$ cat src/rtl/alu_pkg.sv
// alu_pkg: op codes, fmt codes and FSM state shared by alu_seq.
// ALU_SEQ_MUL_EN adds the iterative MUL op and its FSM state.
package alu_pkg;

  typedef enum logic [3:0] {
    OP_ADD  = 4'd0,
    OP_SUB  = 4'd1,
    OP_AND  = 4'd2,
    OP_OR   = 4'd3,
    OP_XOR  = 4'd4,
    OP_SLL  = 4'd5,
    OP_SRL  = 4'd6,
    OP_SLT  = 4'd7,
    OP_SRA  = 4'd8,
    OP_SLTU = 4'd9,
    OP_MUL  = 4'd10
  } alu_op_e;

  localparam logic [3:0] FMT_R = 4'd0;
  localparam logic [3:0] FMT_I = 4'd1;
  localparam logic [3:0] FMT_S = 4'd2;
  localparam logic [3:0] FMT_B = 4'd3;
  localparam logic [3:0] FMT_J = 4'd4;
  localparam logic [3:0] FMT_U = 4'd5;

  localparam logic [6:0] F7_BASE = 7'h00;
  localparam logic [6:0] F7_ALT  = 7'h20;
  localparam logic [6:0] F7_MUL  = 7'h01;

  typedef enum logic [1:0] {
    S_IDLE  = 2'd0,
    S_SHIFT = 2'd1,
`ifdef ALU_SEQ_MUL_EN
    S_MUL   = 2'd3,
`endif
    S_DONE  = 2'd2
  } state_e;

  function automatic alu_op_e base_op(logic [2:0] f3);
    base_op = OP_ADD;
    case (f3)
      3'd1:    base_op = OP_SLL;
      3'd2:    base_op = OP_SLT;
      3'd3:    base_op = OP_SLTU;
      3'd4:    base_op = OP_XOR;
      3'd5:    base_op = OP_SRL;
      3'd6:    base_op = OP_OR;
      3'd7:    base_op = OP_AND;
      default: base_op = OP_ADD;
    endcase
  endfunction

  function automatic logic is_shift(alu_op_e op);
    is_shift = op inside {OP_SLL, OP_SRL, OP_SRA};
  endfunction

endpackage

$ cat src/rtl/alu_op_dec.sv
// alu_op_dec: fmt/funct3/funct7 -> {op, illegal}, purely combinational.
// ALU_SEQ_MUL_EN enables the R-type MUL encoding.
module alu_op_dec
  import alu_pkg::*;
(
  input  logic [3:0] i_fmt,
  input  logic [2:0] i_funct3,
  input  logic [6:0] i_funct7,
  output logic [3:0] o_op,
  output logic       o_illegal
);

  alu_op_e w_op;
  logic    w_ill;

  always_comb begin
    w_op  = OP_ADD;
    w_ill = 1'b0;
    unique case (1'b1)
      (i_fmt == FMT_R): begin
        w_op = base_op(i_funct3);
        if (i_funct7 == F7_ALT && i_funct3 == 3'd0)
          w_op = OP_SUB;
        else if (i_funct7 == F7_ALT && i_funct3 == 3'd5)
          w_op = OP_SRA;
`ifdef ALU_SEQ_MUL_EN
        else if (i_funct7 == F7_MUL && i_funct3 == 3'd0)
          w_op = OP_MUL;
`endif
        else if (i_funct7 != F7_BASE)
          w_ill = 1'b1;
      end
      (i_fmt == FMT_I): begin
        w_op = base_op(i_funct3);
        if (i_funct3 == 3'd5 && i_funct7 == F7_ALT)
          w_op = OP_SRA;
        else if ((i_funct3 == 3'd1 || i_funct3 == 3'd5)
                 && i_funct7 != F7_BASE)
          w_ill = 1'b1;
      end
      (i_fmt == FMT_B): w_op = OP_SUB;
      default: ;
    endcase
  end

  assign o_op      = w_op;
  assign o_illegal = w_ill;

endmodule

$ cat src/rtl/alu_seq.sv
// alu_seq: multi-cycle ALU with op decode and valid/ready on both sides.
// ALU_SEQ_MUL_EN adds a shift-add multiplier (XLEN+1 cycle latency).
module alu_seq
  import alu_pkg::*;
#(
  parameter int XLEN = 32
) (
  input  logic            clk,
  input  logic            rst,
  input  logic            in_valid,
  output logic            in_ready,
  input  logic [3:0]      fmt,
  input  logic [2:0]      funct3,
  input  logic [6:0]      funct7,
  input  logic [XLEN-1:0] op_a,
  input  logic [XLEN-1:0] op_b,
  output logic            out_valid,
  input  logic            out_ready,
  output logic [XLEN-1:0] result,
  output logic            zero,
  output logic            lt,
  output logic            ltu,
  output logic            illegal
);

  localparam int SHW = $clog2(XLEN);

  state_e          r_state;
  alu_op_e         r_op;
  logic [XLEN-1:0] r_acc;
  logic [XLEN-1:0] r_result;
  logic [SHW-1:0]  r_cnt;
  logic            r_zero;
  logic            r_lt;
  logic            r_ltu;
  logic            r_ill;

  logic [3:0]      w_dec_op;
  logic            w_dec_ill;
  alu_op_e         w_op;
  logic [SHW-1:0]  w_shamt;
  logic            w_lt;
  logic            w_ltu;
  logic            w_long_shift;
  logic [XLEN-1:0] w_res;
  logic [XLEN-1:0] w_sh_next;

`ifdef ALU_SEQ_MUL_EN
  logic [XLEN-1:0] r_mcand;
  logic [XLEN-1:0] r_mplier;
  logic [XLEN-1:0] w_mul_sum;
`endif

  alu_op_dec u_dec (
    .i_fmt     (fmt),
    .i_funct3  (funct3),
    .i_funct7  (funct7),
    .o_op      (w_dec_op),
    .o_illegal (w_dec_ill)
  );

  function automatic logic [XLEN-1:0] shift1(
    alu_op_e op, logic [XLEN-1:0] v);
    case (op)
      OP_SLL:  shift1 = v << 1;
      OP_SRA:  shift1 = {v[XLEN-1], v[XLEN-1:1]};
      default: shift1 = v >> 1;
    endcase
  endfunction

  assign w_op    = alu_op_e'(w_dec_op);
  assign w_shamt = op_b[SHW-1:0];
  assign w_lt    = $signed(op_a) < $signed(op_b);
  assign w_ltu   = op_a < op_b;

  // The accept edge already does the first bit, so only shamt>1 iterates
  assign w_long_shift = is_shift(w_op) && (w_shamt > SHW'(1));
  assign w_sh_next    = shift1(r_op, r_acc);

`ifdef ALU_SEQ_MUL_EN
  assign w_mul_sum = r_acc + (r_mplier[0] ? r_mcand : '0);
`endif

  always_comb begin
    w_res = '0;
    case (w_op)
      OP_ADD:  w_res = op_a + op_b;
      OP_SUB:  w_res = op_a - op_b;
      OP_AND:  w_res = op_a & op_b;
      OP_OR:   w_res = op_a | op_b;
      OP_XOR:  w_res = op_a ^ op_b;
      OP_SLT:  w_res = {{(XLEN-1){1'b0}}, w_lt};
      OP_SLTU: w_res = {{(XLEN-1){1'b0}}, w_ltu};
      OP_SLL, OP_SRL, OP_SRA:
        w_res = (w_shamt == '0) ? op_a : shift1(w_op, op_a);
      default: w_res = '0;
    endcase
  end

  always_ff @(posedge clk) begin
    if (rst) begin
      r_state  <= S_IDLE;
      r_op     <= OP_ADD;
      r_acc    <= '0;
      r_result <= '0;
      r_cnt    <= '0;
      r_zero   <= 1'b0;
      r_lt     <= 1'b0;
      r_ltu    <= 1'b0;
      r_ill    <= 1'b0;
`ifdef ALU_SEQ_MUL_EN
      r_mcand  <= '0;
      r_mplier <= '0;
`endif
    end else begin
      case (r_state)
        S_IDLE: begin
          if (in_valid) begin
            r_op  <= w_op;
            r_lt  <= w_lt;
            r_ltu <= w_ltu;
            r_ill <= w_dec_ill;
            if (w_dec_ill) begin
              r_result <= '0;
              r_zero   <= 1'b1;
              r_state  <= S_DONE;
            end
`ifdef ALU_SEQ_MUL_EN
            else if (w_op == OP_MUL) begin
              r_acc    <= '0;
              r_cnt    <= '0;
              r_mcand  <= op_a;
              r_mplier <= op_b;
              r_state  <= S_MUL;
            end
`endif
            else if (w_long_shift) begin
              r_acc   <= shift1(w_op, op_a);
              r_cnt   <= w_shamt - SHW'(1);
              r_state <= S_SHIFT;
            end else begin
              r_result <= w_res;
              r_zero   <= (w_res == '0);
              r_state  <= S_DONE;
            end
          end
        end
        S_SHIFT: begin
          r_acc <= w_sh_next;
          r_cnt <= r_cnt - SHW'(1);
          if (r_cnt == SHW'(1)) begin
            r_result <= w_sh_next;
            r_zero   <= (w_sh_next == '0);
            r_state  <= S_DONE;
          end
        end
`ifdef ALU_SEQ_MUL_EN
        S_MUL: begin
          r_mcand  <= r_mcand << 1;
          r_mplier <= r_mplier >> 1;
          if (r_cnt == SHW'(XLEN - 1)) begin
            r_result <= w_mul_sum;
            r_zero   <= (w_mul_sum == '0);
            r_cnt    <= '0;
            r_state  <= S_DONE;
          end else begin
            r_acc <= w_mul_sum;
            r_cnt <= r_cnt + SHW'(1);
          end
        end
`endif
        S_DONE: begin
          if (out_ready)
            r_state <= S_IDLE;
        end
        default: r_state <= S_IDLE;
      endcase
    end
  end

  assign in_ready  = (r_state == S_IDLE);
  assign out_valid = (r_state == S_DONE);
  assign result    = r_result;
  assign zero      = r_zero;
  assign lt        = r_lt;
  assign ltu       = r_ltu;
  assign illegal   = r_ill;

endmodule

$ cat config.mk
export PLATFORM = sky130hd
export DESIGN_NAME = alu_seq
export DESIGN_NICKNAME = d
export VERILOG_FILES = /design/src/rtl/alu_pkg.sv /design/src/rtl/alu_op_dec.sv /design/src/rtl/alu_seq.sv
export SDC_FILE = /design/constraint.sdc
export NUM_CORES = 1
export LEC_CHECK = 0
export CORE_MARGIN = 8
export CORE_UTILIZATION = 45
export CTS_BUF_LIST = sky130_fd_sc_hd__clkbuf_8
export CTS_CLUSTER_SIZE = 28
export DETAILED_ROUTE_END_ITERATION = 10
export GPL_TIMING_DRIVEN = 0
export PLACE_DENSITY = 0.66
export SYNTH_ARGS = -nofsm -noshare
export SYNTH_HDL_FRONTEND = slang
export SYNTH_SLANG_ARGS = --single-unit
$ cat constraint.sdc
create_clock -name clk -period 11.15 [get_ports clk]
set_input_delay 2.23 -clock clk [delete_from_list [all_inputs] [get_ports clk]]
set_output_delay 2.23 -clock clk [all_outputs]
set_load 0.01 [all_outputs]
==> results of run 1 <==
cells in the mapped netlist (all sizes together) (13+ instances only):
cell and n:
nor2 208, a21oi 177, nand2 122, o21ai 109, ha 100, inv 98, clkbuf 91, dfxtp 79
mux2i 46, a211oi 44, nor3 35, nand3 30, a22oi 25, buf 21, nor4 21, a31oi 20
o22ai 20, a21o 18, o211ai 17, xnor2 17, nand2b 14, nor2b 14, nand4 13
worst reg2reg max path, cell delays in order (launching register included):
cell       delay (ps)
dfxtp_1           390
nor4bb_1          280
clkbuf_1          480
clkbuf_1          630
mux2i_1           360
nand4_1           240
nand2_1           150
o2111ai_1         100
nor4_1            450
and4b_1           340
nand4_1           100
o21ai_1           230
cell type report:
class / count / area, um2 / share of cell area, %
Timing Repair Buffer: 118 / 1180 / 9.79
Sequential cell: 79 / 1580 / 13.1
Multi-Input combinational cell: 1242 / 7940 / 65.8
Clock buffer: 9 / 124 / 1.03
Tap cell: 285 / 357 / 2.96
Buffer: 112 / 450 / 3.73
Antenna cell: 4 / 10.0 / 0.0830
Inverter: 98 / 368 / 3.05
Clock inverter: 5 / 52.6 / 0.436
power by group:
group / internal (W) / total [W] / switching [W]
registers: 0.000310 / 0.000332 / 0.0000218
logic: 0.000222 / 0.000613 / 0.000391
clock network: 0.0000998 / 0.000208 / 0.000108
cells by family (layout without fill, tap and decap cells):
family | Yosys count | after routing | share of synthesized area (%)
compound gates | 553 | 553 | 34.5
simple gates | 517 | 517 | 23.2
buf+inv | 210 | 342 | 7.91
fa+ha+maj | 102 | 102 | 12.5
flops | 79 | 79 | 15.3
mux | 50 | 50 | 4.89
xor+xnor | 20 | 20 | 1.69
other cells | 0 | 4 | 0
metrics by stage:
stage                     total power, W  std cells
after floorplan                 0.000684       1531
after global placement          0.000927       1934
after detailed placement        0.000928       1934
after CTS                        0.00113       1948
after global routing             0.00120       1948
final                            0.00115       1952
cells in the final DEF, fill, tap and decap left out, drive strengths merged, types with 11 or more instances in the layout:
master         netlist  routed
nor3                35      35
nand2b              14      14
ha                 100     100
o31ai               12      12
nor2               208     208
clkdlybuf4s50        0     118
o221ai              12      12
xnor2               17      17
nand3               30      30
a22oi               25      25
a31oi               20      20
buf                 21      21
clkbuf              91     100
mux2i               46      46
a211oi              44      44
nand2              122     122
dfxtp               79      79
a21oi              177     177
o21ai              109     109
nand4               13      13
nor4                21      21
inv                 98      99
o211ai              17      17
nor2b               14      14
or3                 11      11
o22ai               20      20
a21o                18      18
registers in the layout (all words and copies together), names as in the netlist:
signal,cells
zero,1
r_op,4
illegal,1
r_acc,32
ltu,1
lt,1
r_state,2
r_cnt,5
result,32
routing by layer:
| metal | routed length [um] | global-route usage, % | up-vias |
|---|---|---|---|
| met5 | 0 | 0 | - |
| met4 | 2300 | 15.9 | 0 |
| met3 | 5790 | 7.17 | 143 |
| met2 | 20400 | 48.7 | 907 |
| met1 | 21400 | 47.4 | 6055 |
| li1 | - | - | 5845 |
worst paths after layout:
check                             start  endpoint  cells after the start
worst max-delay path            op_a[1]      zero                     13
worst max register to register  r_op[2]      zero                     11
worst min register to register  illegal   illegal                      2
worst min-delay path            illegal   illegal                      2
==> flow_summary.ini, run 1 <==
[status]
status = complete, no violations

[route]
via_per_inst = 6.63
routed_wl_mm = 49.8
ant_nets = 0
drc = 0
wl_per_cell_um = 25.5
dr.pass1.iters = 6
vias = 13000
drtIter0Drc = 1900

[floorplan]
rows = 55
dieArea_um2 = 28100
die_h_um = 168
die_w_um = 168
pin_count = 120
initial_core_util_pct = 45.8
core_area_um2 = 22600

[finish]
fin_area_um2 = 12100
nNetsFinal = 1844
areaGrowthSynthToFinish_pct = 16.7
nFillCells = 2346
drive_gt1_share_pct = 3.31
postLayoutCoreUtil_pct = 53.4

[yosys]
mappedNetlistNets = 1715
synth_edf_count = 0
synthCells = 1531
synth_seq_cells = 79
yosys-top-cells-area = dfxtp_1 (15%), ha_1 (12%), a21oi_1 (8.5%), nor2_1 (7.6%), o21ai_0 (5.1%)
synth_top_area_cell = dfxtp_1
synth_top_cell_area_share_pct = 15.3
netlist_area_um2 = 10300
syn_area_per_cell_um2 = 6.75
synthFlopType = dfxtp_1
ys_types = 83
synthArstFlopShare_pct = 0
yosys_warnings = 0
yosysSeqAreaShare_pct = 15.3

[placed_design]
routabilityCongestion = 1.08
dp_hpwl_mm = 39.2
place_area_um2 = 11900
io_buffers = 118
dp_slack_ps = 3890

[cts]
htreeDepth = 3
cts_hold_buf = 0
cts_tree = done
cts_sinks = 79
clock_latency_ps = 370
cts_buffers = 9
clk_pin_slew_ps = 80
cts_setup_buffers = 0
clockBufferDepth = 2
ctsResizeCount = 0
cts_root_buffer = clkbuf_8

[critical_path]
cpMostUsedCell = a31oi_1
r2r_setup_slack_ps = 7330
cp_max_fo = 9
slowest_stage = a2111oi_0
crit_chain = clkdlybuf4s50_1 > inv_1 > ha_1 > a211oi_1 > o211ai_2 > a31oi_1 > o2bb2ai_1 > a31oi_1 > o221ai_1 > mux2_2 > a2111oi_0 > nand4_1 > o21ai_1
required_ps = 11430
critical_path.top_delay_family = compound AO/OA/AOI/OAI gates
end_kind = flip-flop
arrival_ps = 7460
max_stage_delay_ps = 840
startpoint_type = input pin
crit_type = in2reg
crit_buf_inv = 2

[global_routing]
grt_pass1_wl_mm = 74.6
grtUsageTotal_pct = 34.0
grt_max_degree = 13
antenna_found_initial = 1
grt-ovfl-total = 0
first_global_vias = 12100

[flow_run]
drv_cap = 0

[timing]
finalWorstSetupSlack_ps = 3960
hold_violations = 0
setup-tns-final_ps = 0
maxSlewViolCount = 0
tightest_slew_ps = 1430
finalCritPeriodShare_pct = 64.5
relSlewSlack_pct = 4.86
setup_violations = 0
grt_setup_unrepaired = no
timing.fmax_ghz = 0.139
holdWs_ps = 458
fin_crit_ps = 7190
skew_ps = 12.2

[power]
leakagePower_nw = 4.65
p_per_area_nw_per_um2 = 95.5
peakVddDrop_mv = 0.0789

[min_path]
hp-class = reg2reg
No activity file was read; power rests on OpenSTA's default activity.
==> inputs of run 2 (changes only) <==
--- a/config.mk
+++ b/config.mk
@@ -11,7 +11,7 @@
 export CTS_CLUSTER_SIZE = 28
 export DETAILED_ROUTE_END_ITERATION = 10
 export GPL_TIMING_DRIVEN = 0
-export PLACE_DENSITY = 0.66
+export PLACE_DENSITY = 0.69
 export SYNTH_ARGS = -nofsm -noshare
 export SYNTH_HDL_FRONTEND = slang
 export SYNTH_SLANG_ARGS = --single-unit
==> constraint.sdc (replaced) <==
create_clock -name clk -period 6.25 [get_ports clk]
set_input_delay 1.25 -clock clk [delete_from_list [all_inputs] [get_ports clk]]
set_output_delay 1.25 -clock clk [all_outputs]
set_load 0.01 [all_outputs]
==> run 2 against run 1 <==
  * The run now ends with setup timing left
  * Via count fell by 0.32%
  * Clock-buffer cell count rose by 1
  * Clock power rose by 89%
  * Setup slack got worse by 4000 ps
  * Critical path depth rose by 1
  * Worst hold slack improved by 6.5 ps
  * Clock skew rose by 2.5 ps
  * Sequential power rose by 78%
  * Critical endpoint unchanged
  * Largest cell class unchanged
==> flow_summary.ini, run 2 (synthesis results as in run 1) <==
[critical_path]
path_depth = 14
end_kind = flip-flop
r2r_cells = 11
startpoint_type = input pin
required_ps = 6560
crit_buf_inv = 1
crit_chain = clkdlybuf4s50_1 > ha_1 > fa_1 > a211oi_1 > o211ai_1 > a211o_1 > a2111oi_1 > or2_2 > o21ai_0 > xnor2_1 > a221o_1 > a2111oi_0 > nand4_1 > o21ai_1
max_stage_delay_ps = 820
crit_type = in2reg
critical_path.top_delay_family = compound AO/OA/AOI/OAI gates
arrival_ps = 6610
cp_max_fo = 7
slowest_stage = a2111oi_0

[route]
drc = 0
ant_nets = 0
routed_wl_mm = 50.0
drtIter0Drc = 1767
vias = 12900
via_per_inst = 6.62
wl_per_cell_um = 25.6
dr.pass1.iters = 6

[global_routing]
grt_pass1_wl_mm = 74.3
grt-ovfl-total = 0
antenna_found_initial = 1
first_global_vias = 12100
grt_max_degree = 14
grtUsageTotal_pct = 34.2

[power]
p_int_w = 0.00114
combinationalPowerShare_pct = 52.8
peakVddDrop_mv = 0.118
switchingPower_w = 0.000943
p_per_area_nw_per_um2 = 173
leakagePower_nw = 4.65
clkPwrFrac_pct = 18.9
p_seq_share_pct = 28.3
switching_share_pct = 45.2
totalPowerFinal_w = 0.00209

[floorplan]
dieArea_um2 = 28100
die_w_um = 168
die_h_um = 168
pin_count = 120
initial_core_util_pct = 45.8
rows = 55
core_area_um2 = 22600

[timing]
finalWorstSetupSlack_ps = -49.6
setup_violations = 1
setup-tns-final_ps = -49.6
relSlewSlack_pct = 7.63
maxSlewViolCount = 0
tightest_slew_ps = 1390
timing.fmax_ghz = 0.159
finalCritPeriodShare_pct = 101
holdWs_ps = 465
hold_violations = 0
grt_setup_unrepaired = no
fin_crit_ps = 6300
skew_ps = 14.7

[placed_design]
io_buffers = 118
dp.cells = 1934
dp_hpwl_mm = 39.7
routabilityCongestion = 1.04

[min_path]
hp-class = reg2reg
holdPathStages = 2

[cts]
cts_tree = done
cts_buffers = 9
cts_root_buffer = clkbuf_8
clock_latency_ps = 370
htreeDepth = 3
clk_pin_slew_ps = 80
clockBufferDepth = 2
cts_sinks = 79

[finish]
nFillCells = 2350
most-common-layout-cells = nor2_1 (208), a21oi_1 (176), nand2_1 (122)
areaGrowthSynthToFinish_pct = 16.9
drive_gt1_share_pct = 3.49
fin_cells = 1950
final_common_cell = nor2_1
nNetsFinal = 1844

[flow_run]
drv_cap = 0

[status]
violations = setup timing
status = finished with violations
==> run 2: metrics by stage <==
step,util [%],instance area [um2],setup slack [ps]
after floorplan,-,10300,1870
after global placement,52.6,11900,-282
after detailed placement,52.6,11900,-236
after CTS,53.5,12100,131
after global routing,53.5,12100,3.38
final,53.5,12100,-49.6
==> run 2: what timing repair did <==
action	in CTS	in global routing
hold buffers	0	0
setup buffers	0	0
endpoints found under the setup margin	0	1
gates resized for setup	0	2
==> run 2: final timing paths <==
kind,from,endpoint,slack [ps]
setup / recovery,op_b[0],zero,-50
hold / removal,illegal,illegal,460
hold reg to reg,illegal,illegal,460
setup reg to reg,r_op[2],zero,2180
==> run 2: per-layer routing <==
layer	GRT usage (%)	up-vias	part of all wire (%)
met3	7.15	157	12
met5	0	-	0
met4	16.9	0	5.3
met1	46.7	6027	42
met2	49.9	888	41
li1	-	5837	-
==> run 2: power by group through the flow <==
stage                     registers (W)  clock network, W  logic, W
after floorplan                0.000606                 0  0.000614
after detailed placement       0.000600                 0   0.00106
after global routing           0.000596          0.000412   0.00117
after global placement         0.000599                 0   0.00106
after CTS                      0.000589          0.000393   0.00106
final                          0.000591          0.000394   0.00110
==> run 2: area by class of cell <==
| cell class | count | area (um2) | area share [%] |
|---|---|---|---|
| Antenna cell | 1 | 2.50 | 0.0207 |
| Tap cell | 285 | 357 | 2.95 |
| Buffer | 112 | 450 | 3.73 |
| Multi-Input combinational cell | 1242 | 7950 | 65.8 |
| Inverter | 98 | 368 | 3.04 |
| Clock inverter | 5 | 58.8 | 0.487 |
| Sequential cell | 79 | 1580 | 13.1 |
| Timing Repair Buffer | 118 | 1180 | 9.77 |
| Clock buffer | 10 | 138 | 1.14 |
==> run 2: worst register-to-register path, cell delays in order, from the launching register on <==
cell       delay [ps]
dfxtp_1           370
nor4bb_1          590
clkbuf_1          430
clkbuf_1          650
mux2i_1           350
nand4_1           250
nand2_1           170
o2111ai_1         110
nor4_1            480
and4b_1           320
nand4_1           130
o21ai_1           170
